--- src/rtl/hazard_pkg.sv ---
// rtl/hazard_pkg.sv - shared scoreboard entry type and forwarding-select encoding
package hazard_pkg;

    // Addresses are stored zero-extended to this width so the entry type is fixed.
    localparam int MAX_RAW = 8;
    localparam int FWD_RF  = 0;

    typedef struct packed {
        logic               valid;
        logic [MAX_RAW-1:0] ra1;
        logic [MAX_RAW-1:0] ra2;
        logic               use1;
        logic               use2;
        logic [MAX_RAW-1:0] wa_a;
        logic               we_a;
        logic [MAX_RAW-1:0] wa_b;
        logic               we_b;
        logic               is_load;
    } sb_entry_t;

    function automatic int fwd_sel_enc(input int stage, input logic port_b);
        return port_b ? 2 * stage : 2 * stage - 1;
    endfunction

endpackage

--- src/rtl/hazard_scoreboard_fwd_select.sv ---
// rtl/hazard_scoreboard_fwd_select.sv - youngest-wins forwarding search for one E-stage source
module fwd_select
    import hazard_pkg::*;
#(
    parameter int DEPTH      = 2,
    parameter int LOAD_STAGE = 2,
    parameter int SEL_W      = 3
) (
    input  logic [MAX_RAW-1:0]        src,
    input  logic                      src_used,
    input  sb_entry_t [DEPTH-1:0]     ents,
    output logic [SEL_W-1:0]          sel
);

    logic unused_fields;

    // Scan oldest to youngest so the youngest match overwrites; port A is checked last per stage.
    always_comb begin
        sel = SEL_W'(FWD_RF);
        if (src_used) begin
            for (int k = DEPTH; k >= 1; k--) begin
                if (ents[k-1].valid && ents[k-1].we_b && ents[k-1].wa_b == src)
                    sel = SEL_W'(fwd_sel_enc(k, 1'b1));
                if (ents[k-1].valid && ents[k-1].we_a && ents[k-1].wa_a == src &&
                    (!ents[k-1].is_load || k >= LOAD_STAGE))
                    sel = SEL_W'(fwd_sel_enc(k, 1'b0));
            end
        end
    end

    always_comb begin
        unused_fields = 1'b0;
        for (int k = 0; k < DEPTH; k++)
            unused_fields = unused_fields ^ (^{ents[k].ra1, ents[k].ra2, ents[k].use1, ents[k].use2});
    end

endmodule

--- src/rtl/hazard_scoreboard.sv ---
// rtl/hazard_scoreboard.sv - in-flight destination scoreboard driving forwarding, load-use stall and flush
module hazard_scoreboard
    import hazard_pkg::*;
#(
    parameter int  RAW        = 3,
    parameter int  DEPTH      = 2,
    parameter int  LOAD_STAGE = 2,
    parameter int  CNT_W      = 16,
    localparam int SEL_W      = $clog2(2 * DEPTH + 1)
) (
    input  logic             clk,
    input  logic             reset,
    input  logic             dec_valid,
    input  logic [RAW-1:0]   dec_ra1,
    input  logic [RAW-1:0]   dec_ra2,
    input  logic             dec_use1,
    input  logic             dec_use2,
    input  logic [RAW-1:0]   dec_wa_a,
    input  logic [RAW-1:0]   dec_wa_b,
    input  logic             dec_we_a,
    input  logic             dec_we_b,
    input  logic             dec_is_load,
    input  logic             ex_condex,
    input  logic             ex_branch_taken,
    output logic [SEL_W-1:0] fwd_a_sel,
    output logic [SEL_W-1:0] fwd_b_sel,
    output logic             stall_f,
    output logic             stall_d,
    output logic             flush_d,
    output logic             flush_e,
    output logic [CNT_W-1:0] stall_cnt
);

    sb_entry_t [DEPTH:0] sb;
    sb_entry_t           d_entry;
    sb_entry_t           e_adv;
    logic                lu;
    logic                flush_e_raw;
    logic [CNT_W-1:0]    cnt;
    logic [SEL_W-1:0]    sel_a;
    logic [SEL_W-1:0]    sel_b;

    assign flush_e_raw = ex_branch_taken | lu;

    always_comb begin
        d_entry         = '0;
        d_entry.valid   = dec_valid & ~flush_e_raw;
        d_entry.ra1     = MAX_RAW'(dec_ra1);
        d_entry.ra2     = MAX_RAW'(dec_ra2);
        d_entry.use1    = dec_use1;
        d_entry.use2    = dec_use2;
        d_entry.wa_a    = MAX_RAW'(dec_wa_a);
        d_entry.we_a    = dec_we_a;
        d_entry.wa_b    = MAX_RAW'(dec_wa_b);
        d_entry.we_b    = dec_we_b;
        d_entry.is_load = dec_is_load;
    end

    always_comb begin
        e_adv      = sb[0];
        e_adv.we_a = sb[0].we_a & ex_condex;
        e_adv.we_b = sb[0].we_b & ex_condex;
    end

    // Loads younger than LOAD_STAGE cannot forward yet; entry 0 still needs its condition qualified.
    always_comb begin
        lu = 1'b0;
        for (int p = 0; p < LOAD_STAGE - 1; p++) begin
            if (sb[p].valid && sb[p].is_load && sb[p].we_a && (p != 0 || ex_condex) &&
                ((dec_use1 && sb[p].wa_a == MAX_RAW'(dec_ra1)) ||
                 (dec_use2 && sb[p].wa_a == MAX_RAW'(dec_ra2))))
                lu = 1'b1;
        end
        lu = lu & dec_valid;
    end

    always_ff @(posedge clk) begin
        if (reset) begin
            sb  <= '0;
            cnt <= '0;
        end else begin
            sb[0] <= d_entry;
            sb[1] <= e_adv;
            for (int k = 2; k <= DEPTH; k++)
                sb[k] <= sb[k-1];
            if (lu && !ex_branch_taken && cnt != {CNT_W{1'b1}})
                cnt <= cnt + 1'b1;
        end
    end

    fwd_select #(.DEPTH(DEPTH), .LOAD_STAGE(LOAD_STAGE), .SEL_W(SEL_W)) u_fwd_a (
        .src      (sb[0].ra1),
        .src_used (sb[0].valid & sb[0].use1),
        .ents     (sb[DEPTH:1]),
        .sel      (sel_a)
    );

    fwd_select #(.DEPTH(DEPTH), .LOAD_STAGE(LOAD_STAGE), .SEL_W(SEL_W)) u_fwd_b (
        .src      (sb[0].ra2),
        .src_used (sb[0].valid & sb[0].use2),
        .ents     (sb[DEPTH:1]),
        .sel      (sel_b)
    );

    assign fwd_a_sel = reset ? '0 : sel_a;
    assign fwd_b_sel = reset ? '0 : sel_b;
    assign stall_f   = ~reset & lu & ~ex_branch_taken;
    assign stall_d   = ~reset & lu & ~ex_branch_taken;
    assign flush_d   = ~reset & ex_branch_taken;
    assign flush_e   = ~reset & flush_e_raw;
    assign stall_cnt = reset ? '0 : cnt;

endmodule
--- config.mk ---
export PLATFORM = sky130hd
export DESIGN_NAME = hazard_scoreboard
export DESIGN_NICKNAME = d
export VERILOG_FILES = /design/src/rtl/hazard_pkg.sv /design/src/rtl/hazard_scoreboard_fwd_select.sv /design/src/rtl/hazard_scoreboard.sv
export SDC_FILE = /design/constraint.sdc
export NUM_CORES = 1
export LEC_CHECK = 0
export ABC_AREA = 1
export CORE_ASPECT_RATIO = 0.8
export CORE_MARGIN = 10
export CORE_UTILIZATION = 33
export CTS_BUF_LIST = sky130_fd_sc_hd__clkbuf_4 sky130_fd_sc_hd__clkbuf_8
export DETAILED_ROUTE_END_ITERATION = 12
export SKIP_LAST_GASP = 1
export SYNTH_ARGS = -nofsm -noshare
export SYNTH_HDL_FRONTEND = slang
export SYNTH_SLANG_ARGS = --single-unit
export TNS_END_PERCENT = 30
--- constraint.sdc ---
create_clock -name clk -period 2.9 [get_ports clk]
set_clock_uncertainty 0.15 [all_clocks]
set_input_delay 0.435 -clock clk [delete_from_list [all_inputs] [get_ports clk]]
set_output_delay 0.435 -clock clk [all_outputs]
set_load 0.1 [all_outputs]
# --- Word-level counts from Yosys, hierarchy flattened ---
# Index checks and enable logic that the tools add are counted.
# W data, S select, Z words.
op_classes:
  n_addsub: 1
  mux: 14
  div_mod_pow: 0
  n_eq_ne: 11
  order_cmp: 0
  n_reduce_logical: 25
  bitwise_logic: 14
  shift: 0
  multipliers: 0
op_table:
  columns: ["cell", "n"]
  rows:
  - ["$eq A8 B8 Y1", 8]
  - ["$mux W3", 12]
  - ["$logic_and A1 B1 Y1", 22]
  - ["$add A16 B1 Y16 const B", 1]
  - ["$eq A8 B3 Y1", 2]
  - ["$mux W16", 1]
  - ["$ne A16 B16 Y1 const B", 1]
  - ["$and A1 B1 Y1", 10]
  - ["$not A1 Y1", 3]
  - ["$logic_not A1 Y1", 2]
  - ["$logic_or A1 B1 Y1", 1]
  - ["$mux W1", 1]
  - ["$or A1 B1 Y1", 1]
totals:
  elab_cells: 91
  mem_bits_rw: 0
  register_bits: 93
  latch_bits: 0
  mem_bits_ro: 0
  memories: 0
  in_bits: 22

# --- Logic depth before layout (Yosys ltp) ---
# Gate-level depths: netlist of the first run.
logic_depth:
  ltp_word: 9
  mapped_depth: 12
  ltp_nobuf: 11

# --- Modules after synthesis ---
# A second synthesis of the first run with hierarchy kept.
hier_totals:
  hier_cells: 640
  area_unflattened_um2: 3886.2
by_module_without_submodules:
  columns: ["mod", "area_per_inst_um2", "instances", "seq_area_each_um2", "cells_each"]
  rows:
  - ["hazard_scoreboard", 2715.1, 1, 1401.3, 396]
  - ["fwd_select", 585.6, 2, 0.0, 122]

# --- Least setup slack after synthesis of the first run ---
# Ideal clock, no wire load.
synth_timing:
  path_kind: "input-to-output"
  from: "in reset"
  to: "out fwd_a_sel[2]"
  required_time_ps: 2315
  path_buffers: 0
  arrival_ps: 2987
  path_stages: 5
  setup_slack_ps: -672
  cell_sequence: "nor2_1 -> nand2_1 -> nor2_1 -> nand3_1 -> nor3_1"
synth_via:
  elab_chain_len: 1
synth_rtl:
  columns: ["item", "line", "text"]
  rows:
  - ["start: declaration", "hazard_scoreboard.sv:12", "input logic reset,"]
  - ["$mux W3", "hazard_scoreboard.sv:105", "assign fwd_a_sel = reset ? '0 : sel_a;"]
  - ["end: declaration", "hazard_scoreboard.sv:25", "output logic [SEL_W-1:0] fwd_a_sel,"]
# Every way passes these cells.

# --- Worst setup path after layout of the first run ---
layout_timing:
  from: "reg sb, in the netlist e_adv[29]"
  to: "out fwd_a_sel[0]"
layout_via:
  elab_chain_len: 7
  word_cells_on_any_way: 12
layout_rtl:
  columns: ["item", "line", "text"]
  rows:
  - ["start: declaration", "hazard_scoreboard.sv:34", "sb_entry_t [DEPTH:0] sb;"]
  - ["start signal: indexed assignment", "hazard_scoreboard.sv:85", "sb[k] <= sb[k-1];"]
  - ["$eq A8 B8 Y1", "hazard_scoreboard_fwd_select.sv:24", "if (ents[k-1].valid && ents[k-1].we_a && ents[k-1].wa_a == src &&"]
  - ["$logic_and A1 B1 Y1", "hazard_scoreboard_fwd_select.sv:24", null]
  - ["$mux W3", "hazard_scoreboard_fwd_select.sv:24", null]
  - ["$mux W3", "hazard_scoreboard_fwd_select.sv:22", "if (ents[k-1].valid && ents[k-1].we_b && ents[k-1].wa_b == src)"]
  - ["$mux W3 (*)", "hazard_scoreboard_fwd_select.sv:24", null]
  - ["$mux W3 (*)", "hazard_scoreboard_fwd_select.sv:20", "if (src_used) begin"]
  - ["$mux W3 (*)", "hazard_scoreboard.sv:105", null]
# Every way passes the cells marked *; elsewhere a longest branch is shown, timed or not.

==> flow_summary.json, run 1 <==
{
  "power_density_nw_per_um2": 414,
  "ys_top_cells_by_area": "dfxtp_1, nor2_1, nand2_1",
  "yosysWarnings": 0,
  "period_needed_ps": 2660,
  "p_int_mw": 1.06,
  "maxCapViolations": 0,
  "hold_viol": 0,
  "path_cells": "inv_1 -> nand2_1 -> nand2_1 -> nor4_1 -> nand2_1 -> a21oi_1 -> buf_12",
  "synth.avg_cell_area_um2": 6.53,
  "synth_top_area_share": 0.403,
  "required_ps": 2320,
  "wl_mm": 6.12,
  "grt_max_degree": 57,
  "dp_hpwl_mm": 4.76,
  "cts-root-buf": "clkbuf_8",
  "max_freq_mhz": 375,
  "synth_cell_type_count": 31,
  "syn-cell-area_um2": 2630,
  "die_area_um2": 12000,
  "stdcell_count": 556,
  "die_x_um": 120,
  "synth_cells": 403,
  "fin_util": 0.428,
  "hold_class": "in -> reg",
  "crit_path_end_kind": "output port",
  "clock_path_buffers": 2,
  "cp_common_cell": "nand2_1",
  "grt_pass1_vias": 2298,
  "initial_core_util": 0.336,
  "async_flop_share": 0,
  "die_h_um": 99.9,
  "gp_congestion": 0.819,
  "p_clk_frac": 0.354,
  "vias": 2371,
  "drive_gt1_frac": 0.136,
  "num_antenna_cells": 0,
  "drtIter0Drc": 133,
  "grt_overflow": 0,
  "antenna_found_initial": 0,
  "track_usage": 0.107,
  "cp-start-kind": "flip-flop",
  "swShare": 0.238,
  "critPathBufInv": 2,
  "yosysSeqAreaShare": 0.403,
  "cts_max_level": 2,
  "core_area_um2": 7840,
  "p_seq_frac": 0.553,
  "clkTransAtPathRegs_ps": 90,
  "nNetsFinal": 471,
  "setup_violations": 0,
  "worst_slew_pin_slew_ps": 575,
  "synth_edf_count": 0,
  "clk_latency_ps": 310,
  "crit_arrival_ps": 2080,
  "cts_buffers": 5,
  "postRouteAntennaNets": 0,
  "crit_path_max_incr_delay_ps": 520,
  "dp.cells": 549,
  "rsz0062_at_grt": "no",
  "r2r_start": "cnt[1]",
  "wl_per_cell_um": 11.0,
  "timing.final.crit_share": 0.919,
  "synth_area_leader_cell": "dfxtp_1",
  "drcViolationCount": 0,
  "critical-path-top-delay-family": "simple AND/OR/NAND/NOR gates",
  "vias_per_cell": 4.26,
  "dr.pass1.iters": 4,
  "portBuffers": 47,
  "startpoint": "e_adv[29]",
  "grt_pass1_wl_mm": 10.6,
  "post_cts_buffers": 0,
  "ys_dominant_reg_cell": "dfxtp_1",
  "clock_sinks": 53,
  "post_cts_resized": 0,
  "slew_viol_final": 0,
  "switchingPower_mw": 0.330,
  "row_count": 29,
  "relSlewSlack": 0.613,
  "io_pins": 48,
  "critPathSlowestCell": "nor4_1",
  "vdd_ir_drop_max_mv": 0.205,
  "timing_worst_setup_path_type": "reg -> out",
  "design_power_total_mw": 1.39,
  "min-delay-start": "reset",
  "power_frac_comb": 0.093,
  "ys_ff_latch": 53,
  "cts_tree": "done",
  "leakage_nw": 1.49,
  "path_max_fanout": 5,
  "synth_nets": 426,
  "syn_to_final_growth_pct": 27.4,
  "holdBufCountCts": 0,
  "status": "completed"
}
[Yosys cell counts (all sizes together) (2+ instances only)]
library cell / instances
nand3b: 4
inv: 65
nor4: 2
a21oi: 9
nor3: 5
o21ai: 2
clkbuf: 2
dfxtp: 53
nand2: 97
nand3: 11
nor2: 121
nand4: 4
buf: 9
xor2: 13
[sequential cells by signal, summed over array words and instances, names as in the netlist]
register	count
sb	21
cnt	16
e_adv	16
[per-stage QoR]
stage,instance area [um^2],TNS [ps],worst slack (ps),hold WS (ps)
2_1_floorplan,2640,-737,-507,238
3_3_place_gp,3250,0,349,240
3_5_place_dp,3250,0,316,245
4_1_cts,3350,0,239,230
5_1_grt,3350,0,66.1,247
6_report,3350,0,235,224
[per-layer routing]
| metal | global-route usage | share of wire | vias up |
|---|---|---|---|
| met5 | 0 | 0 | - |
| met4 | 0.0343 | 0.014 | 0 |
| met3 | 0.0308 | 0.061 | 6 |
| met2 | 0.174 | 0.45 | 45 |
| met1 | 0.133 | 0.47 | 1040 |
| li1 | - | - | 1280 |
[cell type report]
class,count,area [um^2]
Multi-Input combinational cell,274,1270
Fill cell,832,4490
Sequential cell,53,1060
Clock inverter,2,35.0
Tap cell,108,135
Inverter,65,244
Timing Repair Buffer,49,541
Clock buffer,5,68.8
[kinds of logic (layout without fill, tap and decap cells)]
| group | Yosys count | in the layout | share of synthesized area |
|---|---|---|---|
| and+or+nand+nor | 245 | 245 | 0.399 |
| AOI/OAI and AO/OA | 14 | 14 | 0.0295 |
| buffers and inverters | 76 | 121 | 0.117 |
| DFF | 53 | 53 | 0.403 |
| xor gates and xnor gates | 14 | 14 | 0.0466 |
| adders and majority gates | 1 | 1 | 0.00475 |
[worst paths after layout]
kind | cells after the start | end | slack (ps)
worst min register to register | 2 | sb[41] | 250
worst max-delay path | 7 | fwd_a_sel[0] | 240
worst max register to register | 8 | cnt[2] | 950
worst min-delay path | 2 | sb[75] | 220
[placed cells by master, fill, tap and decap left out, types with 3 or more instances in the layout]
master / n
a21oi_1: 9
buf_12: 10
buf_4: 18
clkbuf_8: 5
clkdlybuf4s50_1: 20
dfxtp_1: 53
inv_1: 62
inv_2: 3
nand2_1: 96
nand3_1: 8
nand3b_1: 3
nand4_1: 3
nor2_1: 108
nor2_2: 12
nor3_1: 3
xor2_1: 13
[worst register-to-register path: cells and delay by family (launching register included)]
family,cells,cell delay (ps)
adders and majority gates,1,160
DFF,1,360
and+or+nand+nor,7,1160
[power by group through the flow]
stage          clock, mW  combinational, mW  sequential, mW
4_1_cts            0.498              0.130           0.767
2_1_floorplan          0             0.0796           0.778
5_1_grt            0.534              0.145           0.770
6_report           0.491              0.129           0.767
3_3_place_gp           0              0.128           0.783
3_5_place_dp           0              0.129           0.784
(Power assumes the default switching activity.)
==> run 2: changes to the inputs <==
==> constraint.sdc (replaced) <==
create_clock -name clk -period 2.9 [get_ports clk]
set_clock_uncertainty 0.15 [all_clocks]
set_input_delay 0.58 -clock clk [delete_from_list [all_inputs] [get_ports clk]]
set_output_delay 0.58 -clock clk [all_outputs]
set_load 0.1 [all_outputs]
==> flow_summary.json, run 2 (synthesized netlist as in run 1, its figures left out) <==
{
  "io_pins": 48,
  "grt_pass1_vias": 2279,
  "dp.cells": 551,
  "holdBufCountCts": 0,
  "critPathSlowestCell": "clkdlybuf4s50_1",
  "pre_cts_slack_ps": 136,
  "wl_mm": 6.19,
  "crit_path_end_kind": "output port",
  "path_max_fanout": 3,
  "cts_tree": "done",
  "leakage_nw": 1.52,
  "critPathBufInv": 2,
  "fill_cells": 805,
  "drive_gt1_frac": 0.151,
  "vias_per_cell": 4.27,
  "regToRegSetupSlack_ps": 870,
  "status": "completed",
  "slew_viol_final": 0,
  "row_count": 29,
  "crit_arrival_ps": 2030,
  "core_area_um2": 7840,
  "vdd_ir_drop_max_mv": 0.188,
  "gp_congestion": 0.854,
  "clock_sinks": 53,
  "max_freq_mhz": 362,
  "crit_path_max_incr_delay_ps": 490,
  "postRouteAntennaNets": 0,
  "min_path_cells": 2,
  "dr.pass1.iters": 5,
  "track_usage": 0.104,
  "maxCapViolations": 0,
  "critical-path-top-delay-family": "buffers and inverters",
  "vias": 2381,
  "rsz0062_at_grt": "no",
  "setup_violations": 0,
  "cp-start-kind": "input pin",
  "grt_overflow": 0,
  "r2r_cells": 8,
  "period_needed_ps": 2760,
  "timing.final.crit_share": 0.952,
  "worst_slew_pin_slew_ps": 521,
  "cts_buffers": 5,
  "regMostFlops": "sb",
  "grt_max_degree": 37,
  "nNetsFinal": 473,
  "drcViolationCount": 0,
  "die_h_um": 99.9,
  "min-delay-start": "e_adv[3]",
  "stdcell_count": 558,
  "worst_slack_ps": 140,
  "cp.depth": 6,
  "portBuffers": 47,
  "required_ps": 2170,
  "cts-root-buf": "clkbuf_8",
  "antenna_found_initial": 0,
  "grt_pass1_wl_mm": 10.4,
  "die_area_um2": 12000,
  "cts_max_level": 2,
  "num_antenna_cells": 0,
  "syn_to_final_growth_pct": 35.8,
  "timing_worst_setup_path_type": "in -> out",
  "layout_commonest_cell": "nor2_1",
  "cp_common_cell": "nand2_1",
  "die_x_um": 120,
  "design_power_total_mw": 1.31,
  "drtIter0Drc": 121,
  "r2r_start": "cnt[1]",
  "holdPathEnd": "sb[41]",
  "hold_class": "reg -> reg",
  "wl_per_cell_um": 11.1,
  "largest_reg_flops": 21,
  "layout_common_cells": "nor2_1, nand2_1, inv_1",
  "power_density_nw_per_um2": 366,
  "clkTransAtPathRegs_ps": 100,
  "dp_hpwl_mm": 4.82,
  "reg2reg_to": "cnt[2]",
  "clock_path_buffers": 2,
  "hold_viol": 0,
  "initial_core_util": 0.336,
  "clk_latency_ps": 310,
  "relSlewSlack": 0.652,
  "path_cells": "clkdlybuf4s50_1 -> nand2_1 -> nor3_2 -> nand2_1 -> a21oi_2 -> buf_12"
}
-- run 2: cell count changes in the layout (fill, tap and decap cells not counted), sizes merged --
| cell | change |
|---|---|
| clkinvlp | +1 |
| bufinv | -1 |
| buf | +2 |
-- run 2: stage by stage --
| step | hold slack (ps) | area, um^2 | TNS (ps) | utilization |
|---|---|---|---|---|
| global placement | 241 | 3480 | 0 | 0.444 |
| finish | 255 | 3570 | 0 | 0.456 |
| CTS | 256 | 3570 | 0 | 0.455 |
| detailed placement | 243 | 3480 | 0 | 0.444 |
| floorplan | 238 | 2660 | -1960 | - |
| global route | 263 | 3570 | 0 | 0.456 |
-- run 2: per-layer routing --
metal | vias up | global-route usage | part of all wire
met5 | - | 0 | 0
met4 | 0 | 0.0343 | 0.013
met3 | 7 | 0.0370 | 0.062
met2 | 53 | 0.166 | 0.44
met1 | 1037 | 0.128 | 0.49
li1 | 1284 | - | -
-- run 2: timing repair --
action                     4_1_cts  5_1_grt
setup buffers                    0        0
resized for setup                0        1
setup endpoints to repair        0        2
-- run 2: worst reg2reg max path: stages, from the launching register on --
cell and delay (ps):
dfxtp_1 370, ha_1 170, nand2_1 120, nor2_4 210, nand4_2 330, nand4_1 360
nand2_1 90, nand2_1 70, nor2_1 50
-- run 2: worst max-delay path by stage --
stage | slack [ps] | startpoint | endpoint
CTS | 100 | e_adv[29] | fwd_a_sel[0]
global route | 20 | ex_condex | flush_e
floorplan | -140 | reset | fwd_a_sel[2]
global placement | 180 | ex_condex | flush_e
finish | 140 | ex_condex | flush_e
detailed placement | 140 | ex_condex | flush_e
-- run 2: cell type report --
| type | count | area, um^2 | area share |
|---|---|---|---|
| Clock inverter | 2 | 16.3 | 0.00455 |
| Tap cell | 108 | 135 | 0.0378 |
| Inverter | 65 | 244 | 0.0683 |
| Sequential cell | 53 | 1060 | 0.297 |
| Clock buffer | 5 | 68.8 | 0.0193 |
| Timing Repair Buffer | 51 | 756 | 0.211 |
| Multi-Input combinational cell | 274 | 1290 | 0.362 |
-- run 2: where the power goes --
| group | internal, mW | switching [mW] | total [mW] |
|---|---|---|---|
| combinational | 0.0583 | 0.0737 | 0.132 |
| sequential | 0.748 | 0.0179 | 0.766 |
| clock | 0.167 | 0.241 | 0.408 |
